$ cat config.mk
export PLATFORM = sky130hd
export DESIGN_NAME = instr_encoder
export DESIGN_NICKNAME = d
export VERILOG_FILES = /design/src/rtl/rv_pkg.sv /design/src/rtl/instr_format_pack.sv /design/src/rtl/instr_encoder.sv
export SDC_FILE = /design/constraint.sdc
export NUM_CORES = 1
export LEC_CHECK = 0
export ABC_AREA = 1
export CORE_MARGIN = 4
export CORE_UTILIZATION = 40
export DETAILED_ROUTE_END_ITERATION = 6
export DONT_BUFFER_PORTS = 1
export GPL_TIMING_DRIVEN = 0
export MAX_ROUTING_LAYER = met4
export SETUP_SLACK_MARGIN = 0.05
export SLEW_MARGIN = 20
export SYNTH_ARGS = -nofsm -noshare
export SYNTH_HDL_FRONTEND = slang
export SYNTH_SLANG_ARGS = --single-unit
$ cat constraint.sdc
create_clock -name clk -period 2.18 [get_ports clk]
set_clock_uncertainty 0.2 [all_clocks]
set_input_delay 0.654 -clock clk [delete_from_list [all_inputs] [get_ports clk]]
set_output_delay 0.654 -clock clk [all_outputs]
set_load 0.005 [all_outputs]
$ cat src/rtl/rv_pkg.sv
// Shared RV32I definitions for the instruction encoder.
// Holds the opcode constants, the canonical NOP word, the instruction format
// enumeration and a helper that maps an opcode to its format.
package rv_pkg;

  localparam logic [6:0] OP_R      = 7'b0110011;
  localparam logic [6:0] OP_IMM    = 7'b0010011;
  localparam logic [6:0] OP_LOAD   = 7'b0000011;
  localparam logic [6:0] OP_JALR   = 7'b1100111;
  localparam logic [6:0] OP_SYS    = 7'b1110011;
  localparam logic [6:0] OP_STORE  = 7'b0100011;
  localparam logic [6:0] OP_BRANCH = 7'b1100011;
  localparam logic [6:0] OP_LUI    = 7'b0110111;
  localparam logic [6:0] OP_AUIPC  = 7'b0010111;
  localparam logic [6:0] OP_JAL    = 7'b1101111;

  localparam logic [31:0] NOP = 32'h00000013;

  typedef enum logic [2:0] {
    FMT_R   = 3'd0,
    FMT_I   = 3'd1,
    FMT_S   = 3'd2,
    FMT_B   = 3'd3,
    FMT_U   = 3'd4,
    FMT_J   = 3'd5,
    FMT_BAD = 3'd6
  } fmt_t;

  // Map an opcode onto the instruction format used to assemble it.
  function automatic fmt_t opcode_fmt(input logic [6:0] op);
    fmt_t f;
    case (op)
      OP_R:                             f = FMT_R;
      OP_IMM, OP_LOAD, OP_JALR, OP_SYS: f = FMT_I;
      OP_STORE:                         f = FMT_S;
      OP_BRANCH:                        f = FMT_B;
      OP_LUI, OP_AUIPC:                 f = FMT_U;
      OP_JAL:                           f = FMT_J;
      default:                          f = FMT_BAD;
    endcase
    return f;
  endfunction

endpackage

$ cat src/rtl/instr_format_pack.sv
// Purely combinational RV32I word assembler.
// Ports: opcode/rd/funct3/rs1/rs2/funct7/imm decoded fields in;
//        instr = assembled word, err = unsupported opcode or odd B/J offset.
module instr_format_pack
  import rv_pkg::*;
(
  input  logic [6:0]  opcode,
  input  logic [4:0]  rd,
  input  logic [2:0]  funct3,
  input  logic [4:0]  rs1,
  input  logic [4:0]  rs2,
  input  logic [6:0]  funct7,
  input  logic [31:0] imm,
  output logic [31:0] instr,
  output logic        err
);

  fmt_t fmt_s;
  assign fmt_s = opcode_fmt(opcode);

  // Field placement per instruction format.
  always_comb begin
    instr = NOP;
    err   = 1'b0;
    case (fmt_s)
      FMT_R: instr = {funct7, rs2, rs1, funct3, rd, opcode};
      FMT_I: begin
        // Shift-immediates carry funct7 in the upper bits and a 5-bit shamt.
        if ((opcode == OP_IMM) && ((funct3 == 3'b001) || (funct3 == 3'b101))) begin
          instr = {funct7, imm[4:0], rs1, funct3, rd, opcode};
        end else begin
          instr = {imm[11:0], rs1, funct3, rd, opcode};
        end
      end
      FMT_S: instr = {imm[11:5], rs2, rs1, funct3, imm[4:0], opcode};
      FMT_B: begin
        instr = {imm[12], imm[10:5], rs2, rs1, funct3, imm[4:1], imm[11], opcode};
        err   = imm[0];
      end
      FMT_U: instr = {imm[31:12], rd, opcode};
      FMT_J: begin
        instr = {imm[20], imm[10:1], imm[11], imm[19:12], rd, opcode};
        err   = imm[0];
      end
      default: begin
        instr = NOP;
        err   = 1'b1;
      end
    endcase
  end

endmodule

$ cat src/rtl/instr_encoder.sv
// RV32I instruction encoder for the program-loader path.
// Ports: clk/reset_n; input handshake in_valid/in_ready/in_last with fields
//        opcode, rd, funct3, rs1, rs2, funct7, imm; output handshake
//        out_valid/out_ready with out_instr, out_addr, out_err; status flags
//        err_sticky, done (one-cycle pulse on last transfer), wrapped.
module instr_encoder
  import rv_pkg::*;
#(
  parameter int unsigned             ADDR_W    = 8,
  parameter logic [ADDR_W-1:0]       BASE_ADDR = {ADDR_W{1'b0}}
) (
  input  logic              clk,
  input  logic              reset_n,
  input  logic              in_valid,
  output logic              in_ready,
  input  logic              in_last,
  input  logic [6:0]        opcode,
  input  logic [4:0]        rd,
  input  logic [2:0]        funct3,
  input  logic [4:0]        rs1,
  input  logic [4:0]        rs2,
  input  logic [6:0]        funct7,
  input  logic [31:0]       imm,
  output logic              out_valid,
  input  logic              out_ready,
  output logic [31:0]       out_instr,
  output logic [ADDR_W-1:0] out_addr,
  output logic              out_err,
  output logic              err_sticky,
  output logic              done,
  output logic              wrapped
);

  typedef enum logic {ST_EMPTY = 1'b0, ST_FULL = 1'b1} state_t;

  state_t            state_q, state_d;
  logic [31:0]       instr_q, instr_d;
  logic [ADDR_W-1:0] addr_q, addr_d;
  logic              err_q, err_d;
  logic              last_q, last_d;
  logic              sticky_q, sticky_d;
  logic              done_q, done_d;
  logic              wrapped_q, wrapped_d;

  logic [31:0] pack_instr_s;
  logic        pack_err_s;
  logic        accept_s;
  logic        xfer_s;

  instr_format_pack u_pack (
    .opcode (opcode),
    .rd     (rd),
    .funct3 (funct3),
    .rs1    (rs1),
    .rs2    (rs2),
    .funct7 (funct7),
    .imm    (imm),
    .instr  (pack_instr_s),
    .err    (pack_err_s)
  );

  assign out_valid  = (state_q == ST_FULL);
  // Combinational from out_ready so a draining word frees the slot in the same cycle.
  assign in_ready   = !out_valid || out_ready;
  assign accept_s   = in_valid && in_ready;
  assign xfer_s     = out_valid && out_ready;
  assign out_instr  = instr_q;
  assign out_addr   = addr_q;
  assign out_err    = err_q;
  assign err_sticky = sticky_q;
  assign done       = done_q;
  assign wrapped    = wrapped_q;

  // Next-state for the output stage, address counter and status flags.
  always_comb begin
    state_d   = state_q;
    instr_d   = instr_q;
    addr_d    = addr_q;
    err_d     = err_q;
    last_d    = last_q;
    sticky_d  = sticky_q;
    done_d    = 1'b0;
    wrapped_d = wrapped_q;

    if (xfer_s) begin
      sticky_d = sticky_q | err_q;
      if (last_q) begin
        // Program finished: restart addressing for the next program.
        addr_d    = BASE_ADDR;
        wrapped_d = 1'b0;
        done_d    = 1'b1;
      end else begin
        addr_d = addr_q + {{(ADDR_W-1){1'b0}}, 1'b1};
        if (addr_q == {ADDR_W{1'b1}}) begin
          wrapped_d = 1'b1;
        end else begin
          wrapped_d = wrapped_q;
        end
      end
    end else begin
      sticky_d = sticky_q;
    end

    if (accept_s) begin
      instr_d = pack_instr_s;
      err_d   = pack_err_s;
      last_d  = in_last;
    end else begin
      instr_d = instr_q;
    end

    case (state_q)
      ST_EMPTY: begin
        if (accept_s) state_d = ST_FULL;
        else          state_d = ST_EMPTY;
      end
      ST_FULL: begin
        if (xfer_s && !accept_s) state_d = ST_EMPTY;
        else                     state_d = ST_FULL;
      end
      default: state_d = ST_EMPTY;
    endcase
  end

  // State register; reset discards any held word.
  always_ff @(posedge clk or negedge reset_n) begin
    if (!reset_n) begin
      state_q   <= ST_EMPTY;
      instr_q   <= 32'h00000000;
      addr_q    <= BASE_ADDR;
      err_q     <= 1'b0;
      last_q    <= 1'b0;
      sticky_q  <= 1'b0;
      done_q    <= 1'b0;
      wrapped_q <= 1'b0;
    end else begin
      state_q   <= state_d;
      instr_q   <= instr_d;
      addr_q    <= addr_d;
      err_q     <= err_d;
      last_q    <= last_d;
      sticky_q  <= sticky_d;
      done_q    <= done_d;
      wrapped_q <= wrapped_d;
    end
  end

endmodule

==> results of run 1 <==
-- worst paths after layout --
check	to	cells past startpoint	slack (ns)
setup reg to reg	out_instr[7]$_DFFE_PN0P_	6	0.26
hold / removal	out_valid$_DFF_PN0_	2	0.25
min in group asynchronous	out_addr[5]$_DFFE_PN0P_	2	0.65
hold reg to reg	err_sticky$_DFFE_PN0P_	1	0.29
setup / recovery	out_instr[19]$_DFFE_PN0P_	17	-0.11
max in group asynchronous	out_instr[5]$_DFFE_PN0P_	2	0.92
-- repair_timing --
| action | in CTS | in global routing |
|---|---|---|
| gates cloned | 0 | 3 |
| hold buffers | 2 | 0 |
| endpoints found under the setup margin | 32 | 32 |
| endpoints found under the hold margin | 46 | 0 |
| setup buffers | 16 | 7 |
| pin swaps | 16 | 21 |
| gates resized for setup | 12 | 18 |
-- cells in the final DEF, fill, tap and decap left out, drive strengths merged --
| cell | instances |
|---|---|
| a21o | 1 |
| nor3 | 8 |
| nor3b | 4 |
| buf | 29 |
| o21bai | 1 |
| nand2 | 135 |
| nor2 | 36 |
| a21boi | 8 |
| o31ai | 1 |
| dlygate4sd3 | 1 |
| bufinv | 1 |
| and3 | 1 |
| a22o | 11 |
| a21oi | 14 |
| a31oi | 1 |
| inv | 47 |
| clkbuf | 10 |
| o21ai | 29 |
| dfrtp | 46 |
| clkinv | 2 |
| nand3 | 22 |
| ha | 2 |
| nand4 | 3 |
-- sequential cells by signal (all words and copies together), names as in the netlist --
register,flops
done,1
err_sticky,1
last_q,1
out_addr,8
out_err,1
out_instr,32
out_valid,1
wrapped,1
-- power by group through the flow --
stage | clock [mW] | sequential (mW) | combinational (mW)
detailed placement | 0 | 0.973 | 0.210
CTS | 0.676 | 0.955 | 0.253
global placement | 0 | 0.971 | 0.207
finish | 0.661 | 0.954 | 0.274
floorplan | 0 | 0.956 | 0.174
global route | 0.714 | 0.960 | 0.312
-- logic make-up after synthesis --
family | after synthesis | synth area share
flops | 46 | 0.407
fa+ha+maj | 2 | 0.00885
buf+inv | 54 | 0.0823
simple gates | 209 | 0.345
compound gates | 66 | 0.156
-- per-stage QoR --
stage | instances | cell area [µm²] | hold WS [ns]
floorplan | 377 | 2890 | 0.158
global route | 509 | 3490 | 0.242
CTS | 499 | 3320 | 0.240
global placement | 473 | 3010 | 0.160
finish | 509 | 3490 | 0.245
detailed placement | 473 | 3010 | 0.160
-- routing by layer --
layer  track usage  part of all wire  vias to the layer above
met5             -                 0                        -
met4        0.0458             0.011                        0
met3        0.0476             0.075                       10
met2         0.320              0.51                       95
met1         0.218              0.41                     1207
li1              -                 -                     1281
-- cell type report --
class	instances	area (µm²)
clock inverters	3	43.8
plain buffers	8	82.6
well taps	96	120
multi-input cells	277	1550
flip-flops and latches	46	1150
fillers	683	3340
clock buffers	5	68.8
repair buffers	27	272
inverters	46	195
repair inverters	1	6.26
-- worst max-delay path, stage by stage --
cell	delay, ns
buf_12	0.10
clkinv_8	0.04
nand3_4	0.07
inv_2	0.04
nand2_2	0.08
o21ai_4	0.07
inv_2	0.07
ha_4	0.13
inv_2	0.04
nor2_4	0.11
nand3_4	0.15
nand2_4	0.12
o21bai_4	0.06
nand2_4	0.14
inv_8	0.07
buf_8	0.13
a22o_1	0.20
==> flow_metrics.py, run 1 <==
metrics = {
    "status": {
        "status": "finished with violations",
        "violations": "negative setup slack",
    },
    "sta": {
        "tightest_slew_ns": 0.547,
        "fmax_mhz": 436,
        "setup_viol": 24,
        "slew_headroom": 0.634,
        "period_needed_ns": 2.29,
        "finalWorstSetupSlack_ns": -0.112,
        "drv_slew": 0,
        "rsz0062_at_grt": "yes",
        "min_period_over_period": 1.05,
        "fin_tns_setup_ns": -0.941,
        "finalHoldViolations": 0,
    },
    "critical_path": {
        "required_ns": 2.17,
        "crit_arrival_ns": 2.29,
        "critical_path.max_fanout": 6,
        "r2r_start": "out_valid$_DFF_PN0_",
        "end_kind": "register",
        "startpoint": "opcode[4]",
        "crit_type": "input port to register",
        "cp-start-kind": "input port",
    },
    "cts": {
        "htree_levels": 2,
        "clockRootBuffer": "clkbuf_8",
        "clockBufferDepth": 2,
        "cts_tree": "built",
        "cts_made_buffers": 5,
        "clock_latency_ns": 0.30,
        "cts.sinks": 46,
        "clk_pin_slew_ns": 0.09,
    },
    "final_layout": {
        "drive_gt1_frac": 0.228,
        "syn_to_final_growth_pct": 23.4,
        "antennaDiodeCount": 0,
        "final_util": 0.510,
        "nets": 483,
    },
    "floorplanning": {
        "initial_utilization": 0.414,
        "die_y_um": 92.1,
        "die_w_um": 92.1,
        "ioPinCount": 115,
        "die_area_um2": 8480,
        "fp-row-count": 30,
        "fp.coreArea_um2": 6830,
    },
    "placement": {
        "place_congestion": 0.845,
        "place.port_buffers": 0,
        "hpwl_um": 5810,
        "pre_cts_slack_ns": -0.639,
    },
    "route": {
        "drtIter0Drc": 117,
        "drt-pass1-iter-count": 4,
        "ant_nets": 0,
        "vias": 2593,
        "drt-total-wl_um": 8090,
        "drc": 0,
        "routedWlPerCell_um": 15.9,
        "viasPerCell": 5.09,
    },
    "power": {
        "power.net_switching_mw": 0.535,
        "internal_power_mw": 1.35,
        "combPwrFrac": 0.145,
        "pwr-share-seq": 0.505,
        "p_leak_nw": 1.76,
        "ir_worst_vdd_mv": 0.264,
        "power.total_mw": 1.89,
        "pwr-share-clk": 0.350,
        "swShare": 0.283,
        "cellPowerDensity_nw_per_um2": 542,
    },
    "job": {
        "drv_cap": 0,
    },
    "logic_synthesis": {
        "synth_area_leaders": "dfrtp_1 41%, nand2_1 17%, inv_1 4.8%, o21ai_0 4.2%, nor2_1 3.9%",
        "synthArstFlopShare": 1.00,
        "synthTopCellsByCount": "130 x nand2_1, 46 x dfrtp_1, 36 x inv_1",
        "synth-main-ff-cell": "dfrtp_1",
        "synth_seq_cells": 46,
        "avgSynthCellArea_um2": 7.50,
        "synthesis.nets": 448,
        "syn_inst": 377,
        "ys_seq_area_frac": 0.407,
        "yosysUniqueCellTypes": 36,
        "syn_area_um2": 2830,
        "synth_warnings": 0,
        "yosysTopAreaCellShare": 0.407,
        "yosysMostFrequentCell": "nand2_1",
        "yosys.area.top_type": "dfrtp_1",
        "synth_edf_count": 0,
    },
    "global_route": {
        "grt_first_pass_wirelength_um": 12400,
        "antenna_found_initial": 0,
        "grt_max_degree": 47,
        "grtUsageTotal": 0.186,
        "grt_pass1_vias": 2494,
        "grt.overflow.total": 0,
    },
    "min_path": {
        "hp-start": "in_valid",
        "hold_class": "input port to register",
    },
}
(Power assumes the default switching activity.)
==> run 2: changes to the inputs <==
--- a/config.mk
+++ b/config.mk
@@ -7,11 +7,12 @@
 export LEC_CHECK = 0
 export ABC_AREA = 1
 export CORE_MARGIN = 4
-export CORE_UTILIZATION = 40
+export CORE_UTILIZATION = 60
 export DETAILED_ROUTE_END_ITERATION = 6
 export DONT_BUFFER_PORTS = 1
 export GPL_TIMING_DRIVEN = 0
 export MAX_ROUTING_LAYER = met4
+export PLACE_DENSITY = 0.78
 export SETUP_SLACK_MARGIN = 0.05
 export SLEW_MARGIN = 20
 export SYNTH_ARGS = -nofsm -noshare
==> run 2 against run 1 <==
Against the previous run: the run still ends with negative setup slack left; critical path depth unchanged; power decreased by 6.9%; sequential power about the same; die area decreased by 31%; critical path type unchanged.
==> flow_metrics.py, run 2 (synthesis gave the netlist of run 1 again) <==
metrics = {
    "status": {
        "status": "finished with violations",
        "violations": "negative setup slack",
    },
    "critical_path": {
        "cp-start-kind": "input port",
        "r2r.worst_path.cells": 6,
        "r2r_setup_slack_ns": 0.25,
        "crit_type": "input port to register",
        "r2r-end": "out_instr[7]$_DFFE_PN0P_",
        "r2r_start": "out_valid$_DFF_PN0_",
        "end_kind": "register",
        "crit_arrival_ns": 2.33,
        "required_ns": 2.17,
        "startpoint": "opcode[4]",
        "critical_path.max_fanout": 6,
    },
    "placement": {
        "place_congestion": 0.868,
        "hpwl_um": 5230,
        "place_inst": 429,
        "place.port_buffers": 0,
    },
    "floorplanning": {
        "fp.coreArea_um2": 4440,
        "initial_utilization": 0.636,
        "fp-row-count": 24,
        "ioPinCount": 115,
        "die_y_um": 76.6,
        "die_w_um": 76.6,
        "die_area_um2": 5870,
    },
    "route": {
        "drc": 0,
        "drt-total-wl_um": 7660,
        "drtIter0Drc": 208,
        "viasPerCell": 5.73,
        "routedWlPerCell_um": 16.6,
        "ant_nets": 0,
        "drt-pass1-iter-count": 4,
        "vias": 2655,
    },
    "sta": {
        "holdWs_ns": 0.255,
        "rsz0062_at_grt": "yes",
        "setup_viol": 32,
        "slew_headroom": 0.650,
        "fmax_mhz": 428,
        "min_period_over_period": 1.07,
        "finalWorstSetupSlack_ns": -0.154,
        "tightest_slew_ns": 0.525,
        "finalHoldViolations": 0,
        "drv_slew": 0,
        "period_needed_ns": 2.33,
    },
    "cts": {
        "clk_pin_slew_ns": 0.08,
        "cts_made_buffers": 5,
        "clock_latency_ns": 0.29,
        "htree_levels": 2,
        "clockRootBuffer": "clkbuf_8",
        "cts_tree": "built",
        "clockBufferDepth": 2,
        "cts.sinks": 46,
    },
    "final_layout": {
        "drive_gt1_frac": 0.219,
        "antennaDiodeCount": 0,
        "syn_to_final_growth_pct": 20.8,
        "mostFrequentLayoutCells": "124 x nand2_1, 46 x dfrtp_1, 34 x inv_1, 26 x nor2_1, 23 x o21ai_0",
        "nets": 481,
        "stdcell_count": 463,
        "layout_commonest_cell": "nand2_1",
        "largest_register_ffs": 32,
    },
    "power": {
        "power.net_switching_mw": 0.496,
        "pwr-share-seq": 0.541,
        "power.total_mw": 1.76,
        "cellPowerDensity_nw_per_um2": 515,
        "p_leak_nw": 1.77,
        "internal_power_mw": 1.26,
        "pwr-share-clk": 0.305,
        "swShare": 0.282,
        "ir_worst_vdd_mv": 0.333,
        "combPwrFrac": 0.155,
    },
    "global_route": {
        "grt_first_pass_wirelength_um": 11800,
        "grt_pass1_vias": 2478,
        "grt_max_degree": 47,
        "grtUsageTotal": 0.254,
        "grt.overflow.total": 0,
        "antenna_found_initial": 0,
    },
    "min_path": {
        "hp-start": "in_valid",
        "holdPathStages": 2,
        "hold_class": "input port to register",
        "holdPathEnd": "out_valid$_DFF_PN0_",
    },
    "job": {
        "drv_cap": 0,
    },
}
run 2: what timing repair did:
| action | CTS | global route |
|---|---|---|
| hold buffers | 2 | 0 |
| hold endpoints to repair | 46 | 0 |
| cloned | 2 | 1 |
| pin swaps | 20 | 15 |
| setup endpoints to repair | 32 | 32 |
| resized for setup | 15 | 16 |
| setup buffers | 12 | 9 |
run 2: how the worst max path moves through the flow:
stage          cells after the start  slack, ns                   endpoint
2_1_floorplan                     17      -0.36  out_instr[16]$_DFFE_PN0P_
3_3_place_gp                      15      -0.60  out_instr[30]$_DFFE_PN0P_
3_5_place_dp                      15      -0.63  out_instr[28]$_DFFE_PN0P_
4_1_cts                           17      -0.06  out_instr[19]$_DFFE_PN0P_
5_1_grt                           17      -0.21  out_instr[17]$_DFFE_PN0P_
6_report                          17      -0.15  out_instr[19]$_DFFE_PN0P_
run 2: metrics by stage:
step	setup TNS [ns]	utilization	cell area, µm²	setup WS, ns
floorplan	-9.93	-	2890	-0.360
detailed placement	-17.68	0.664	2950	-0.630
CTS	-0.521	0.732	3250	-0.0630
global placement	-16.26	0.664	2950	-0.598
finish	-2.55	0.768	3410	-0.154
global route	-4.65	0.768	3410	-0.207
run 2: routing by layer:
layer	routed length, µm	up-vias	share of wire	GRT usage
met5	0	-	0	-
met4	178	0	0.023	0.0652
met3	597	14	0.078	0.0615
met2	3870	120	0.50	0.423
met1	3020	1243	0.39	0.310
li1	-	1278	-	-
run 2: worst max-delay path, cell delays in order:
cell,delay (ns)
buf_12,0.09
inv_4,0.03
nand3_4,0.08
inv_4,0.05
nand2_4,0.06
o21ai_4,0.06
inv_2,0.08
ha_4,0.15
inv_2,0.04
nor2_4,0.15
nand3_4,0.17
nand2_4,0.13
o21bai_4,0.06
nand2_4,0.13
inv_8,0.06
buf_6,0.13
a22o_1,0.18
run 2: power groups by stage:
stage / clock network [mW] / logic, mW / registers, mW
detailed placement: 0 / 0.210 / 0.970
floorplan: 0 / 0.174 / 0.956
global placement: 0 / 0.202 / 0.968
finish: 0.536 / 0.272 / 0.951
CTS: 0.545 / 0.252 / 0.953
global route: 0.592 / 0.310 / 0.959
run 2: layout make-up:
type,count,area [µm²]
multi-input combinational,277,1560
sequential,46,1150
fill,321,1030
timing repair buffer,25,268
inverter,46,185
clock buffer,7,86.3
buffer,8,82.6
tap,52,65.1
timing repair inverter,1,8.76
clock inverter,1,5.00
